--- config.mk ---
export PLATFORM = sky130hd
export DESIGN_NAME = if_id_stage
export DESIGN_NICKNAME = d
export VERILOG_FILES = /design/src/rtl/if_id_stage.sv
export SDC_FILE = /design/constraint.sdc
export NUM_CORES = 1
export LEC_CHECK = 0
export ABC_AREA = 1
export CAP_MARGIN = 20
export CORE_MARGIN = 8
export CORE_UTILIZATION = 51
export DETAILED_ROUTE_END_ITERATION = 10
export GPL_TIMING_DRIVEN = 0
export HOLD_SLACK_MARGIN = 0.03
export PLACE_DENSITY = 0.86
export SKIP_CTS_REPAIR_TIMING = 1
export SYNTH_ARGS = -nofsm -noshare
export SYNTH_HDL_FRONTEND = slang
export SYNTH_SLANG_ARGS = --single-unit
export TNS_END_PERCENT = 5
--- constraint.sdc ---
create_clock -name clk -period 4.9 [get_ports clk]
set_input_delay 0.735 -clock clk [delete_from_list [all_inputs] [get_ports clk]]
set_output_delay 0.735 -clock clk [all_outputs]
set_load 0.01 [all_outputs]
--- src/rtl/if_id_stage.sv ---
// ============================================================================
// Module : if_id_stage
// Brief  : Fetch stage and IF/ID pipeline register with branch redirect,
//          stall hold, halt detection and a saturating stall-cycle counter.
// Rev    : 1.0
// ============================================================================
`default_nettype none

module if_id_stage #(
    parameter int                  PC_WIDTH   = 32,
    parameter logic [PC_WIDTH-1:0] RESET_PC   = '0,
    parameter logic [31:0]         NOP_INSTR  = 32'h0000_0000,
    parameter logic [31:0]         HALT_INSTR = 32'hFFFF_FFFF
) (
    input  logic                clk,
    input  logic                reset,
    input  logic                stall,
    input  logic                branch_taken,
    input  logic [PC_WIDTH-1:0] branch_target,
    output logic [PC_WIDTH-1:0] imem_addr,
    input  logic [31:0]         imem_rdata,
    output logic                id_valid,
    output logic [31:0]         id_instr,
    output logic [PC_WIDTH-1:0] id_pc,
    output logic [PC_WIDTH-1:0] id_pc_plus4,
    output logic [4:0]          rs,
    output logic [4:0]          rt,
    output logic [4:0]          rd,
    output logic                halted,
    output logic [15:0]         stall_cycles
);

    typedef enum logic [0:0] {
        ST_RUN    = 1'b0,
        ST_HALTED = 1'b1
    } state_t;

    state_t              state_q,       state_d;
    logic [PC_WIDTH-1:0] pc_q,          pc_d;
    logic                id_valid_q,    id_valid_d;
    logic [31:0]         id_instr_q,    id_instr_d;
    logic [PC_WIDTH-1:0] id_pc_q,       id_pc_d;
    logic [PC_WIDTH-1:0] id_pc_plus4_q, id_pc_plus4_d;
    logic                halted_q,      halted_d;
    logic [15:0]         stall_cnt_q,   stall_cnt_d;

    logic [PC_WIDTH-1:0] pc_plus4;
    logic                halt_in_id;

    assign pc_plus4   = pc_q + PC_WIDTH'(4);
    assign halt_in_id = id_valid_q && (id_instr_q == HALT_INSTR);

    always_comb begin
        state_d       = state_q;
        pc_d          = pc_q;
        id_valid_d    = id_valid_q;
        id_instr_d    = id_instr_q;
        id_pc_d       = id_pc_q;
        id_pc_plus4_d = id_pc_plus4_q;
        halted_d      = halted_q;
        stall_cnt_d   = stall_cnt_q;

        if (state_q == ST_HALTED) begin
            id_valid_d = 1'b0;
            id_instr_d = NOP_INSTR;
            halted_d   = 1'b1;
        end else if (branch_taken) begin
            // Branch beats stall: the instruction in ID is on the wrong path.
            pc_d       = branch_target;
            id_valid_d = 1'b0;
            id_instr_d = NOP_INSTR;
        end else if (stall) begin
            if (stall_cnt_q != 16'hFFFF) begin
                stall_cnt_d = stall_cnt_q + 16'd1;
            end
        end else if (halt_in_id) begin
            state_d    = ST_HALTED;
            halted_d   = 1'b1;
            id_valid_d = 1'b0;
            id_instr_d = NOP_INSTR;
        end else begin
            pc_d          = pc_plus4;
            id_valid_d    = 1'b1;
            id_instr_d    = imem_rdata;
            id_pc_d       = pc_q;
            id_pc_plus4_d = pc_plus4;
        end
    end

    always_ff @(posedge clk or negedge reset) begin
        if (!reset) begin
            state_q       <= ST_RUN;
            pc_q          <= RESET_PC;
            id_valid_q    <= 1'b0;
            id_instr_q    <= NOP_INSTR;
            id_pc_q       <= '0;
            id_pc_plus4_q <= '0;
            halted_q      <= 1'b0;
            stall_cnt_q   <= 16'd0;
        end else begin
            state_q       <= state_d;
            pc_q          <= pc_d;
            id_valid_q    <= id_valid_d;
            id_instr_q    <= id_instr_d;
            id_pc_q       <= id_pc_d;
            id_pc_plus4_q <= id_pc_plus4_d;
            halted_q      <= halted_d;
            stall_cnt_q   <= stall_cnt_d;
        end
    end

    assign imem_addr    = pc_q;
    assign id_valid     = id_valid_q;
    assign id_instr     = id_instr_q;
    assign id_pc        = id_pc_q;
    assign id_pc_plus4  = id_pc_plus4_q;
    assign halted       = halted_q;
    assign stall_cycles = stall_cnt_q;

    // Bubbles present register 0 so the stall unit never sees a false hazard.
    assign rs = id_valid_q ? id_instr_q[25:21] : 5'd0;
    assign rt = id_valid_q ? id_instr_q[20:16] : 5'd0;
    assign rd = id_valid_q ? id_instr_q[15:11] : 5'd0;

endmodule

`default_nettype wire

* Word level (Yosys, flattened, before mapping)
Cells that the tools add are included.
Storage, ports and cells: bits in registers 147, output and inout bits 161, input port bits 68
Cells by class: mux-type cells 22, reduce and logical (&&, ||, !) cells 6, eq/ne operators 7, add/sub/neg operators 2, bitwise logic cells 4
Operator list (number):
- $mux 32 | 7
- $add 32x3->32 const B | 1
- $eq 32x32->1 const B | 1
- $add 16x1->16 const B | 1
- $ne 16x16->1 const B | 1
- $mux 5 | 3
- $mux 1 | 12
- $reduce_and 4->1 | 2
- $ne 2x1->1 const B | 3
- $reduce_and 3->1 | 2
- $not 1->1 | 4
- $ne 3x1->1 const B | 1
- $ne 2x2->1 const B | 1
- $reduce_bool 2->1 | 1
- $logic_and 1x1->1 | 1

* Depth between registers and ports, before layout
Gate-level depths: netlist of the first run.
depth after elaboration 6, mapped depth 12

* Least setup slack after synthesis of the first run
Ideal clock, no wire load.
kind input -> register, start input branch_taken, end register pc_q[2] (netlist: imem_addr[2]), required time 4.783 ns, path buffers 3, stages on the path 6, setup time 0.117 ns, slack 3.113 ns, data arrival time 1.670 ns, cell sequence clkbuf_1 -> clkbuf_1 -> clkbuf_1 -> o21ai_0 -> nand2_1 -> nand2_1
On the way: longest elaborated chain between the ends 2
RTL lines:
- from (decl) | line 18 | input logic branch_taken,
- $ne 2x2->1 (no source line) / $ne 2x1->1 (equally long branches)
- $reduce_and 3->1 (no source line)
- to (signal assigned) | line 102 | pc_q <= pc_d;
- to (decl) | line 39 | logic [PC_WIDTH-1:0] pc_q, pc_d;
Several ways; a longest one is shown, not always the timed one. A chain may end at the register's enable or synchronous reset.

* Worst setup path after layout of the first run
start register id_valid_q (netlist: id_valid), end output rs[2]
On the way: longest elaborated chain between the ends 1
RTL lines:
- from (decl) | line 40 | logic id_valid_q, id_valid_d;
- from (signal assigned) | line 103 | id_valid_q <= id_valid_d;
- $mux 5 | line 121 | assign rs = id_valid_q ? id_instr_q[25:21] : 5'd0;
- to (decl) | line 26 | output logic [4:0] rs,
Every way passes these cells.

==> run_results.csv, run 1 <==
group,metric,value,unit
yosys,synth_area_per_cell,7.51,sq um
floorplan,std_cell_rows,44,
sta,fmax,366,MHz
sta,period_needed,2.73,ns
drt,wl_per_cell,16.9,um
cells_and_area,nFillCells,1099,
power_and_ir_drop,seqPwrFrac,0.402,
setup_path,crit_family,"buffers and inverters",
cells_and_area,n_antenna_cell,0,
floorplan,die_w,136,um
global_route,grt_pass1_wl,37200,um
yosys,synth_xor_area_frac,0.0343,
yosys,synth.distinct_cells,30,
power_and_ir_drop,p_per_area,355,mW/mm^2
job,drv_cap,0,
place,dp_hpwl,17900,um
yosys,synth_top_family_by_area,"simple AND/OR/NAND/NOR gates",
clock_network,insertion_delay,0.42,ns
sta,drv_slew,0,
sta,setup_viol,0,
setup_path,crit_chain,"buf_2, clkbuf_1, nand2_1, inv_1, clkdlybuf4s50_1",
sta,hold_violations,0,
setup_path,worstPathRequired,4.16,ns
clock_network,path_clk_slew,0.06,ns
cells_and_area,drive_gt1_frac,0.0627,
setup_path,worstSetupStartpointType,"flop",
clock_network,numCtsBuffers,17,
setup_path,critPathSlowestCell,"clkdlybuf4s50_1",
yosys,yosys.area_share.simple,0.307,
global_route,grt.overflow.total,0,
floorplan,fp.dieH,136,um
yosys,syn_area,0.00739,sq mm
hold_path,hold_path_class,"primary input to asynchronous set/reset pin",
power_and_ir_drop,p_int,0.00267,W
sta,fin_skew,0.00503,ns
cells_and_area,areaGrowthSynthToFinish,42.8,%
power_and_ir_drop,swShare,0.287,
floorplan,io_pins,229,
drt,drtIter0Drc,563,
power_and_ir_drop,cellLeakagePower,5.08,nW
drt,antenna_left,0,
floorplan,die_area,0.0186,sq mm
yosys,yosysSeqAreaShare,0.491,
power_and_ir_drop,power_switching,0.00107,W
drt,viasPerCell,5.19,
setup_path,critPathArrivalTime,2.00,ns
sta,slew_headroom,0.598,
place,numPortBuffers,227,
sta,fin_crit_sh,0.558,
place,placed_area,0.00993,sq mm
setup_path,slowest_delay,0.53,ns
global_route,grt_max_degree,101,
clock_network,cts_tree,"built",
yosys,syn_inst,985,
yosys,yosysWarnings,0,
drt,totalWireLength,24200,um
yosys,ys_ff_latch,145,
power_and_ir_drop,combinationalPowerShare,0.229,
setup_path,cp-end-kind,"primary output",
yosys,yosys-mux-area-fraction,0,
sta,tns,0,ns
place,place.gp.congestion,0.911,
clock_network,clock-sinks,145,
setup_path,crit_buf_inv,4,
clock_network,htree_levels,4,
setup_path,worstPathMaxFanout,10,
yosys,synth_compound_area_frac,0.0702,
floorplan,start_util,0.515,
yosys,synth-adder-area-share,0.00338,
global_route,grt.total_usage,0.258,
drt,dr_total_vias,7418,
clock_network,cts_max_path_buffers,2,
floorplan,core,0.0144,sq mm
power_and_ir_drop,vdd_drop_max,0.241,mV
drt,dr.pass1.iters,5,
power_and_ir_drop,pwr-share-clk,0.369,
cells_and_area,final_area,0.0106,sq mm
sta,worst_pin_slew,0.604,ns
global_route,antenna_found_initial,0,
yosys,syn_nets,1055,
drt,drc,0,
setup_path,crit_type,"flop to primary output",
clock_network,cts_root_buffer,"clkbuf_16",
sta,rsz0062_at_grt,"false",
status,status,"finished clean",
global_route,grt_pass1_vias,7141,
cells_and_area,nNetsFinal,1302,
[worst register-to-register path, cell delays in order, from the launching register on]
cell,delay [ns]
dfrtp_1,0.46
ha_1,0.25
nand2_2,0.08
nor2_2,0.21
nand2_1,0.15
nor2_2,0.29
nand2_1,0.10
nand2_1,0.09
nand2_1,0.08
nand2_1,0.06
nand2_1,0.06
nand2_1,0.06
nand2_1,0.04
[synth_stat cells]
cell type / n / area share
clkbuf_1: 18 / 0.0091
nor2_2: 5 / 0.0042
buf_4: 9 / 0.0091
o2111ai_1: 1 / 0.0012
buf_12: 1 / 0.0027
nor3_2: 1 / 0.0014
buf_1: 1 / 0.00051
nand3_2: 1 / 0.0014
xor2_1: 24 / 0.028
a21oi_1: 2 / 0.0014
buf_6: 5 / 0.0076
and2_1: 1 / 0.00085
buf_2: 11 / 0.0074
xnor2_1: 5 / 0.0059
nand2_2: 6 / 0.0051
nand3b_1: 1 / 0.0010
nor2_1: 50 / 0.025
o21ai_0: 94 / 0.064
ha_1: 2 / 0.0034
inv_2: 2 / 0.0010
nand2_4: 1 / 0.0015
nand3_1: 61 / 0.041
nor2_4: 3 / 0.0046
nor3_1: 7 / 0.0047
inv_1: 112 / 0.057
dfrtp_1: 145 / 0.49
o21ai_1: 6 / 0.0041
nand2_1: 392 / 0.20
nor3_4: 1 / 0.0022
nand4_1: 17 / 0.014
[logic make-up (layout without fill, tap and decap cells)]
family / after synthesis / after routing
AND/OR/NAND/NOR: 547 / 547
XOR/XNOR: 29 / 29
flip-flops: 145 / 145
buffers and inverters: 159 / 419
AO/OA/AOI/OAI: 103 / 103
adder cells (fa/ha/maj): 2 / 2
[power groups by stage]
stage | Sequential (W) | Combinational (W) | Clock, W
after global routing | 0.00153 | 0.000936 | 0.00145
after CTS | 0.00150 | 0.000868 | 0.00140
after detailed placement | 0.00152 | 0.000859 | 0
final | 0.00151 | 0.000858 | 0.00138
after floorplan | 0.00156 | 0.000286 | 0
after global placement | 0.00152 | 0.000840 | 0
[routing by layer]
| layer | up-vias | share of wire | track usage | wire (um) |
|---|---|---|---|---|
| met4 | 0 | 0.025 | 0.102 | 596 |
| li1 | 3558 | - | - | - |
| met1 | 3466 | 0.41 | 0.315 | 9850 |
| met3 | 48 | 0.082 | 0.0650 | 1980 |
| met5 | - | 0 | 0 | 0 |
| met2 | 346 | 0.49 | 0.430 | 11800 |
[per-stage QoR]
stage	total power [W]	hold WS, ns	util	cells	worst slack (ns)
detailed placement	0.00238	0.468	0.691	1397	2.49
global route	0.00391	0.271	0.735	1429	2.04
floorplan	0.00185	0.439	-	985	3.11
global placement	0.00236	0.446	0.689	1396	-2.77
finish	0.00375	0.243	0.735	1429	2.17
CTS	0.00377	0.255	0.735	1429	2.14
[sequential cells by signal (all words and copies together), names as in the netlist]
signal        count
halted            1
id_instr         32
id_pc            32
id_pc_plus4      30
id_valid          1
imem_addr        32
stall_cycles     16
state_q           1
[cells in the final DEF, fill, tap and decap left out, drive strengths merged, types with 17 or more instances in the layout]
master / n
nand2: 399
clkdlybuf4s50: 226
dfrtp: 145
inv: 114
o21ai: 100
nand3: 62
nor2: 58
clkbuf: 43
buf: 29
xor2: 24
nand4: 17
[path summary, 6_finish.rpt]
check                                            startpoint                     endpoint  slack [ns]  cells past startpoint
worst min register to register  id_pc_plus4[20]$_DFFE_PN0P_  id_pc_plus4[20]$_DFFE_PN0P_        0.48                      2
worst max-delay path                   id_valid$_DFFE_PN0P_                        rs[2]        2.17                      5
worst max register to register     imem_addr[3]$_DFFE_PN0P_    imem_addr[24]$_DFFE_PN0P_        2.88                     12
worst min-delay path                                  reset  stall_cycles[8]$_DFFE_PN0P_        0.24                      1
min in group clk                id_pc_plus4[20]$_DFFE_PN0P_  id_pc_plus4[20]$_DFFE_PN0P_        0.48                      2
max in group asynchronous                             reset         id_pc[5]$_DFFE_PN0P_        3.82                      2
[final cells by class]
class                           count  area (sq um)  area share
Clock inverter                      7           121      0.0115
Clock buffer                       25           515      0.0488
Inverter                          114           428      0.0405
Multi-Input combinational cell    681          3070       0.290
Sequential cell                   145          3630       0.344
Tap cell                          184           230      0.0218
Timing Repair Buffer              228          2300       0.218
Buffer                             45           270      0.0256
No activity file was read; power rests on OpenSTA's default activity.
==> run 2: changes to the inputs <==
- CORE_UTILIZATION: 51 -> 47
- PLACE_DENSITY: 0.86 -> 0.8
- clock period: 4.9 -> 2.6 ns (I/O delays scaled with it)
==> run 2 against run 1 <==
- clock power up 89%
- highest routed layer unchanged
- utilization down 5.7 points
- sequential cell count unchanged
- non-clock buffer count up 1
==> run_results.csv, run 2 (same netlist as run 1, synthesis figures left out) <==
group,metric,value,unit
drt,viasPerCell,5.03,
cells_and_area,layout_commonest_cell,"nand2_1",
sta,fin_crit_sh,0.933,
floorplan,core,0.0157,sq mm
cells_and_area,layout_common_cells,"nand2_1 (392), clkdlybuf4s50_1 (226), dfrtp_1 (145)",
hold_path,holdPathEnd,"id_pc_plus4[16]$_DFFE_PN0P_",
floorplan,io_pins,229,
power_and_ir_drop,power,0.00704,W
place,place.gp.congestion,0.898,
sta,worst_pin_slew,0.586,ns
sta,tns,0,ns
sta,drv_slew,0,
floorplan,fp.dieH,141,um
cells_and_area,nFillCells,1343,
power_and_ir_drop,cellLeakagePower,5.09,nW
setup_path,r2r-start,"imem_addr[2]$_DFFE_PN0P_",
drt,totalWireLength,24300,um
setup_path,crit_type,"flop to primary output",
clock_network,insertion_delay,0.42,ns
cells_and_area,multi_input_area,0.00307,sq mm
drt,dr.pass1.iters,6,
clock_network,clock-sinks,145,
drt,drtIter0Drc,502,
global_route,grt_pass1_wl,38400,um
sta,setup_viol,0,
cells_and_area,regArea,0.00363,sq mm
job,drv_cap,0,
global_route,grt.overflow.total,0,
clock_network,cts_max_path_buffers,2,
sta,rsz0062_at_grt,"false",
setup_path,cp-end-kind,"primary output",
clock_network,path_clk_slew,0.06,ns
power_and_ir_drop,p_per_area,664,mW/mm^2
setup_path,worstPathMaxFanout,10,
sta,hold_violations,0,
place,placed_area,0.00997,sq mm
global_route,antenna_found_initial,0,
place,dp_hpwl,18400,um
global_route,grt_pass1_vias,7426,
setup_path,worstPathRequired,2.21,ns
hold_path,hold_path_class,"flop to flop",
drt,drc,0,
global_route,grt.total_usage,0.244,
setup_path,worstSetupStartpointType,"flop",
sta,period_needed,2.42,ns
clock_network,htree_levels,4,
cells_and_area,n_antenna_cell,0,
setup_path,r2r-end,"imem_addr[20]$_DFFE_PN0P_",
clock_network,cts_tree,"built",
global_route,grt_max_degree,87,
cells_and_area,nNetsFinal,1303,
sta,fmax,412,MHz
cells_and_area,final_area,0.0106,sq mm
place,numPortBuffers,227,
setup_path,rr_worst_depth,11,
drt,antenna_left,0,
place,dp_slack,0.561,ns
setup_path,reg2reg_slack,0.49,ns
cells_and_area,areaGrowthSynthToFinish,43.5,%
floorplan,die_w,141,um
drt,wl_per_cell,16.6,um
power_and_ir_drop,vdd_drop_max,0.446,mV
clock_network,cts_root_buffer,"clkbuf_16",
cells_and_area,drive_gt1_frac,0.0634,
floorplan,std_cell_rows,46,
cells_and_area,final_util,0.678,
floorplan,start_util,0.472,
sta,fin_skew,0.0107,ns
clock_network,numCtsBuffers,17,
sta,worst_slack,0.175,ns
sta,slew_headroom,0.609,
drt,dr_total_vias,7355,
floorplan,die_area,0.0200,sq mm
setup_path,critPathArrivalTime,2.03,ns
hold_path,hold_depth,2,
hold_path,min_from,"id_pc_plus4[16]$_DFFE_PN0P_",
status,status,"finished clean",
-- run 2: cell type report --
| type | instances | share of cell area |
|---|---|---|
| clock buffer | 24 | 0.0482 |
| multi-input combinational | 681 | 0.289 |
| sequential | 145 | 0.342 |
| timing repair buffer | 229 | 0.218 |
| tap | 216 | 0.0255 |
| buffer | 45 | 0.0255 |
| clock inverter | 8 | 0.0117 |
| inverter | 114 | 0.0403 |
-- run 2: through the flow --
step / hold WS, ns / cells
2_1_floorplan: 0.0944 / 985
3_3_place_gp: 0.448 / 1428
3_5_place_dp: 0.402 / 1429
4_1_cts: -0.0481 / 1461
5_1_grt: 0.495 / 1462
6_report: 0.481 / 1462
-- run 2: routing by layer --
layer  track usage  wire, um  up-vias
li1              -         -     3563
met1         0.288      9860     3461
met2         0.419     11700      295
met3        0.0675      2130       36
met4        0.0854       518        0
met5             0         0        -
-- run 2: worst max path at each step --
stage	depth (start not counted)	startpoint	endpoint	slack, ns
after global placement	1	reset	id_pc[5]$_DFFE_PN0P_	-4.83
after global routing	5	id_valid$_DFFE_PN0P_	rd[2]	0.007
final	5	id_valid$_DFFE_PN0P_	rd[2]	0.18
after CTS	5	id_valid$_DFFE_PN0P_	rd[2]	0.15
after floorplan	10	stall_cycles[0]$_DFFE_PN0P_	stall_cycles[15]$_DFFE_PN0P_	0.89
after detailed placement	9	id_valid$_DFFE_PN0P_	id_pc[12]$_DFFE_PN0P_	0.56
-- run 2: critical path: stages, from the launching register on --
cell and delay [ns]:
dfrtp_1 0.36, buf_2 0.22, clkbuf_1 0.35, nand2_1 0.09
inv_1 0.06, clkdlybuf4s50_1 0.53
-- run 2: where the power goes --
group | switching (W) | internal, W | leakage (nW)
Combinational | 0.000782 | 0.000831 | 2.92
Sequential | 0.000285 | 0.00254 | 1.86
Clock | 0.000945 | 0.00166 | 0.308
Total | 0.00201 | 0.00503 | 5.09
==> run 3: changes to the inputs <==
- SKIP_LAST_GASP: not set -> 1
==> results of run 3 <==
Same layout as run 2: the final DEF is identical, and so are final timing and power.
